==> config.mk <==
export PLATFORM = sky130hd
export DESIGN_NAME = cr_rst_seq
export DESIGN_NICKNAME = d
export VERILOG_FILES = /design/src/rtl/cr_rst_pkg.sv /design/src/rtl/cr_rst_sync.sv /design/src/rtl/cr_rst_seq.sv
export SDC_FILE = /design/constraint.sdc
export NUM_CORES = 1
export LEC_CHECK = 0
export ABC_CLOCK_PERIOD_IN_PS = 2100
export BUFFER_PORTS_ARGS = -buffer_cell sky130_fd_sc_hd__buf_2
export CORE_MARGIN = 2
export CORE_UTILIZATION = 55
export CTS_CLUSTER_SIZE = 10
export DETAILED_ROUTE_END_ITERATION = 7
export GPL_TIMING_DRIVEN = 0
export PLACE_DENSITY_LB_ADDON = 0.05
export SKIP_CTS_REPAIR_TIMING = 1
export SLEW_MARGIN = 25
export SYNTH_ARGS = -nofsm -noshare
export SYNTH_HDL_FRONTEND = slang
export SYNTH_SLANG_ARGS = --single-unit
==> constraint.sdc <==
create_clock -name forever_cpuclk -period 2.1 [get_ports forever_cpuclk]
set_input_delay 0.42 -clock forever_cpuclk [delete_from_list [all_inputs] [get_ports forever_cpuclk]]
set_output_delay 0.42 -clock forever_cpuclk [all_outputs]
set_load 0.02 [all_outputs]
==> src/rtl/cr_rst_pkg.sv <==
// Shared definitions for the CPU reset sequencer: FSM encoding, counter width
// and the legal ranges of the sequencer parameters.
package cr_rst_pkg;

    localparam int CNT_W     = 5;
    localparam int SYNC_MIN  = 2;
    localparam int SYNC_MAX  = 4;
    localparam int DLY_MIN   = 1;
    localparam int DLY_MAX   = 32;

    typedef enum logic [2:0] {
        ST_ASSERT    = 3'd0,
        ST_WAIT_BUS  = 3'd1,
        ST_WAIT_CORE = 3'd2,
        ST_RUN       = 3'd3,
        ST_SW_ASSERT = 3'd4
    } seq_state_e;

    function automatic bit dly_ok(input int v);
        return (v >= DLY_MIN) && (v <= DLY_MAX);
    endfunction

endpackage

==> src/rtl/cr_rst_sync.sv <==
// Generic N-stage reset synchronizer: asserts asynchronously, releases after
// STAGES rising edges of clk.
module cr_rst_sync #(
    parameter int STAGES = 2
) (
    input  logic clk,
    input  logic arst_i,
    output logic rst_o
);

    logic [STAGES-1:0] chain_q;

    always_ff @(posedge clk or posedge arst_i) begin
        if (arst_i) begin
            chain_q <= '1;
        end else begin
            chain_q <= {chain_q[STAGES-2:0], 1'b0};
        end
    end

    assign rst_o = chain_q[STAGES-1];

endmodule

==> src/rtl/cr_rst_seq.sv <==
// CPU reset sequencer: synchronized release of bus then core reset, stretched
// software reset, sticky software-reset cause flag and a test-mode bypass.
module cr_rst_seq
    import cr_rst_pkg::*;
#(
    parameter int SYNC_STAGES = 2,
    parameter int BUS_DLY     = 4,
    parameter int CORE_DLY    = 8,
    parameter int SW_RST_LEN  = 16
) (
    input  logic forever_cpuclk,
    input  logic cpurst,
    input  logic pad_yy_test_mode,
    input  logic sysreq_rst,
    output logic rst_seq_bus_rst_b,
    output logic rst_seq_core_rst_b,
    output logic rst_seq_busy,
    output logic rst_seq_sw_rst_flag
);

    generate
        if (SYNC_STAGES < SYNC_MIN || SYNC_STAGES > SYNC_MAX || !dly_ok(BUS_DLY)
            || !dly_ok(CORE_DLY) || !dly_ok(SW_RST_LEN)) begin : g_bad_param
            $error("cr_rst_seq: parameter out of range");
        end
    endgenerate

    localparam logic [CNT_W-1:0] BUS_CMP  = CNT_W'(BUS_DLY - 1);
    localparam logic [CNT_W-1:0] CORE_CMP = CNT_W'(CORE_DLY - 1);
    localparam logic [CNT_W-1:0] SW_CMP   = CNT_W'(SW_RST_LEN - 1);

    logic             sync_rst;
    seq_state_e       state_q, state_d;
    logic [CNT_W-1:0] cnt_q, cnt_d;
    logic             bus_q, bus_d;
    logic             core_q, core_d;
    logic             busy_q, busy_d;
    logic             flag_q, flag_d;

    cr_rst_sync #(.STAGES(SYNC_STAGES)) u_sync (
        .clk    (forever_cpuclk),
        .arst_i (cpurst),
        .rst_o  (sync_rst)
    );

    always_ff @(posedge forever_cpuclk or posedge cpurst) begin
        if (cpurst) begin
            state_q <= ST_ASSERT;
            cnt_q   <= '0;
            bus_q   <= 1'b0;
            core_q  <= 1'b0;
            busy_q  <= 1'b1;
            flag_q  <= 1'b0;
        end else begin
            state_q <= state_d;
            cnt_q   <= cnt_d;
            bus_q   <= bus_d;
            core_q  <= core_d;
            busy_q  <= busy_d;
            flag_q  <= flag_d;
        end
    end

    // Output registers change only on the edge that moves the FSM, so the
    // bus release always precedes the core release.
    always_comb begin
        state_d = state_q;
        cnt_d   = cnt_q + 5'd1;
        bus_d   = bus_q;
        core_d  = core_q;
        busy_d  = busy_q;
        flag_d  = flag_q;
        case (state_q)
            ST_ASSERT: begin
                cnt_d = '0;
                if (!sync_rst) begin
                    state_d = ST_WAIT_BUS;
                end
            end
            ST_WAIT_BUS: begin
                if (cnt_q == BUS_CMP) begin
                    state_d = ST_WAIT_CORE;
                    cnt_d   = '0;
                    bus_d   = 1'b1;
                end
            end
            ST_WAIT_CORE: begin
                if (cnt_q == CORE_CMP) begin
                    state_d = ST_RUN;
                    cnt_d   = '0;
                    core_d  = 1'b1;
                    busy_d  = 1'b0;
                end
            end
            ST_RUN: begin
                cnt_d = '0;
                if (sysreq_rst) begin
                    state_d = ST_SW_ASSERT;
                    bus_d   = 1'b0;
                    core_d  = 1'b0;
                    busy_d  = 1'b1;
                    flag_d  = 1'b1;
                end
            end
            ST_SW_ASSERT: begin
                if (cnt_q == SW_CMP) begin
                    state_d = ST_WAIT_BUS;
                    cnt_d   = '0;
                end
            end
            default: begin
                state_d = ST_ASSERT;
                cnt_d   = '0;
            end
        endcase
        if (sync_rst) begin
            state_d = ST_ASSERT;
            cnt_d   = '0;
            bus_d   = 1'b0;
            core_d  = 1'b0;
            busy_d  = 1'b1;
        end
    end

    assign rst_seq_bus_rst_b   = pad_yy_test_mode ? ~cpurst : bus_q;
    assign rst_seq_core_rst_b  = pad_yy_test_mode ? ~cpurst : core_q;
    assign rst_seq_busy        = pad_yy_test_mode ? cpurst  : busy_q;
    assign rst_seq_sw_rst_flag = pad_yy_test_mode ? 1'b0    : flag_q;

    always_comb begin : inv_chk
        assert (!rst_seq_core_rst_b || rst_seq_bus_rst_b);
    end

endmodule
==> out/qor.csv <==
stage,metric,value,unit
critical_path,required,2.30,ns
power_and_ir_drop,p_total,0.558,mW
floorplan,die_h,42.8,um
floorplan,initial_core_util,61.3,%
placement,gp_congestion,0.808,
clock_tree,cts_sinks,14,
synthesis,ys_ff_latch,14,
floorplan,rows,13,
finish,finalInstanceArea,922,sq um
critical_path,startpoint_type,register,
clock_tree,clk_path_buf_depth,2,
synthesis,synth_warnings,0,
clock_tree,cts_buffers,3,
timing,drv_slew,0,
timing,hold_viol_final,0,
finish,drive_above_1_share,19.6,%
critical_path,reg2reg_from,cnt_q[0]$_DFF_PP0_,
timing,max_slew_margin,49.7,%
timing,period_minus_slack,1.76,ns
synthesis,syn_nets,93,
critical_path,crit_top_cell,ha_1,
clock_tree,cts.clk_slew.worst_paths,0.09,ns
critical_path,r2r_cells,7,
placement,io_buffer_count,7,
routing,vias_per_cell,6.06,
timing,period_share,83.6,%
placement,hpwl,1.17,mm
synthesis,async_reset_ff_share,100,%
floorplan,io_pins,8,
hold_path,hp-class,in2async,
power_and_ir_drop,p_leak,0.405,nW
placement,placed_area,881,sq um
floorplan,die-area,0.00183,sq mm
synthesis,synth_area_per_cell,9.62,sq um
global_route,antenna_found_initial,0,
synthesis,netlist_area,827,sq um
synthesis,synth_edf_count,0,
power_and_ir_drop,cellPowerDensity,605,mW/mm^2
floorplan,coreArea,0.00135,sq mm
critical_path,r2r_slack,0.34,ns
finish,layout_common_cells,"dfrtp_1 (11), buf_2 (9), inv_1 (7), a21oi_1 (6), o21ai_0 (5)",
global_route,grt-ovfl-total,0,
critical_path,slowest_delay,0.40,ns
global_route,grt_use_total,20.4,%
routing,vias,679,
timing,setup_viol,0,
timing,timing.fmax,570,MHz
routing,finalWirelength,1.63,mm
routing,post_drt_wl_per_cell,14.5,um
synthesis,synth_cells,86,
synthesis,ys_seq_area_share,42.8,%
finish,diodes,0,
synthesis,yosysTopAreaCellShare,33.3,%
finish,final_common_cell,dfrtp_1,
flow_run,maxCapViolations,0,
synthesis,synth_top_cell_by_area,dfrtp_1,
finish,area_growth,11.5,%
synthesis,synth_area_leaders,"dfrtp_1 (33%), dfstp_2 (9.5%), ha_1 (4.5%)",
status,status,"complete, no violations",
critical_path,cp_slowest_cell,dfrtp_1,
global_route,grt_pass1_wl,2.73,mm
clock_tree,cts_tree,built,
critical_path,worstReg2RegEnd,cnt_q[0]$_DFF_PP0_,
timing,finalWorstSetupSlack,0.344,ns
clock_tree,cts-htree-levels,1,
critical_path,path_max_fanout,6,
synthesis,synth_flop_cell,dfrtp_1,
critical_path,cp.arrival,1.95,ns
critical_path,path_class,reg2reg,
timing,finalSetupTns,0,ns
clock_tree,insertion_delay,0.29,ns
routing,drtAntennaViolNets,0,
finish,fin_nets,105,
timing,grt_setup_unrepaired,false,
placement,preCtsSetupSlack,0.250,ns
timing,finalClockSkew,0.00450,ns
power_and_ir_drop,irDropWorstVdd,326,uV
timing,tightestPinTransition,0.743,ns
synthesis,ys_types,38,
timing,holdWs,0.187,ns
clock_tree,cts_root_buffer,clkbuf_4,
global_route,grt_max_degree,15,
critical_path,path_cells,"ha_1, nand3_1, inv_1, ha_1, nor3b_2, nand2b_1, a211oi_1",
routing,drt_pre_antenna_iters,4,
global_route,grt_pass1_vias,608,
floorplan,fp.dieW,42.8,um
routing,drc_errors,0,
critical_path,crit_path_end_kind,register,
finish,fill_cells,115,
routing,drt_iter0_drc,23,
-- synthesized netlist by cell type, types with 2 or more instances --
library cell / count
nand3_1: 4
ha_1: 3
o21ai_0: 5
a211oi_1: 4
nor2b_1: 4
nand3b_1: 2
buf_2: 2
inv_1: 7
xnor2_1: 2
nand2b_1: 3
nor3_1: 2
nor3b_1: 3
clkbuf_1: 2
nand2_1: 2
dfrtp_1: 11
a21oi_1: 6
dfstp_2: 3
-- state kept, by name, summed over array words and instances, names as in the netlist --
register / cells
cnt_q: 5
state_q: 3
u_sync.chain_q: 2
bus_q: 1
busy_q: 1
core_q: 1
flag_q: 1
-- per-layer routing --
| layer | global-route usage (%) | part of all wire (%) | vias up | routed length (um) |
|---|---|---|---|---|
| li1 | - | - | 327 | - |
| met3 | 5.11 | 3.8 | 6 | 61 |
| met4 | 9.38 | 1.9 | 0 | 31 |
| met2 | 29.1 | 47 | 16 | 763 |
| met5 | 0 | 0 | - | 0 |
| met1 | 28.8 | 47 | 330 | 769 |
-- where the power goes --
group          internal, mW  switching (mW)
combinational        0.0310          0.0470
sequential            0.278         0.00328
clock                 0.106          0.0927
total                 0.415           0.143
-- layout make-up --
| type | instances | area, sq um | share of cell area [%] |
|---|---|---|---|
| Buffer | 6 | 32.5 | 3.53 |
| Clock buffer | 4 | 36.3 | 3.93 |
| Inverter | 7 | 26.3 | 2.85 |
| Multi-Input combinational cell | 59 | 419 | 45.5 |
| Sequential cell | 14 | 354 | 38.4 |
| Tap cell | 15 | 18.8 | 2.04 |
| Timing Repair Buffer | 7 | 35.0 | 3.80 |
-- worst max-delay path by stage --
stage | from | to | slack, ns | cells after the start
2_1_floorplan | cnt_q[0]$_DFF_PP0_ | cnt_q[0]$_DFF_PP0_ | 0.46 | 7
3_3_place_gp | cnt_q[0]$_DFF_PP0_ | cnt_q[0]$_DFF_PP0_ | 0.28 | 7
3_5_place_dp | cnt_q[0]$_DFF_PP0_ | cnt_q[0]$_DFF_PP0_ | 0.25 | 7
4_1_cts | cnt_q[0]$_DFF_PP0_ | cnt_q[0]$_DFF_PP0_ | 0.21 | 7
5_1_grt | cnt_q[0]$_DFF_PP0_ | cnt_q[3]$_DFF_PP0_ | 0.14 | 7
6_report | cnt_q[0]$_DFF_PP0_ | cnt_q[0]$_DFF_PP0_ | 0.34 | 7
-- per-stage QoR --
stage | utilization [%] | instances
after detailed placement | 65.2 | 108
after CTS | 67.9 | 112
after floorplan | - | 86
final | 68.3 | 112
after global placement | 65.2 | 108
after global routing | 68.3 | 112
-- kinds of logic after synthesis --
group / synth area share (%)
compound gates: 17.1
xor+xnor: 3.18
fa+ha+maj: 4.54
buf+inv: 7.11
flops: 42.8
mux: 2.57
other cells: 0.453
simple gates: 22.2
-- critical path: cells and delay by family, from the launching register on --
kind	cells	cell delay [ns]
AOI/OAI and AO/OA	1	0.23
adders and majority gates	2	0.47
and+or+nand+nor	3	0.51
buffers and inverters	1	0.06
DFF	1	0.40
Power figures use the tool's default switching activity.
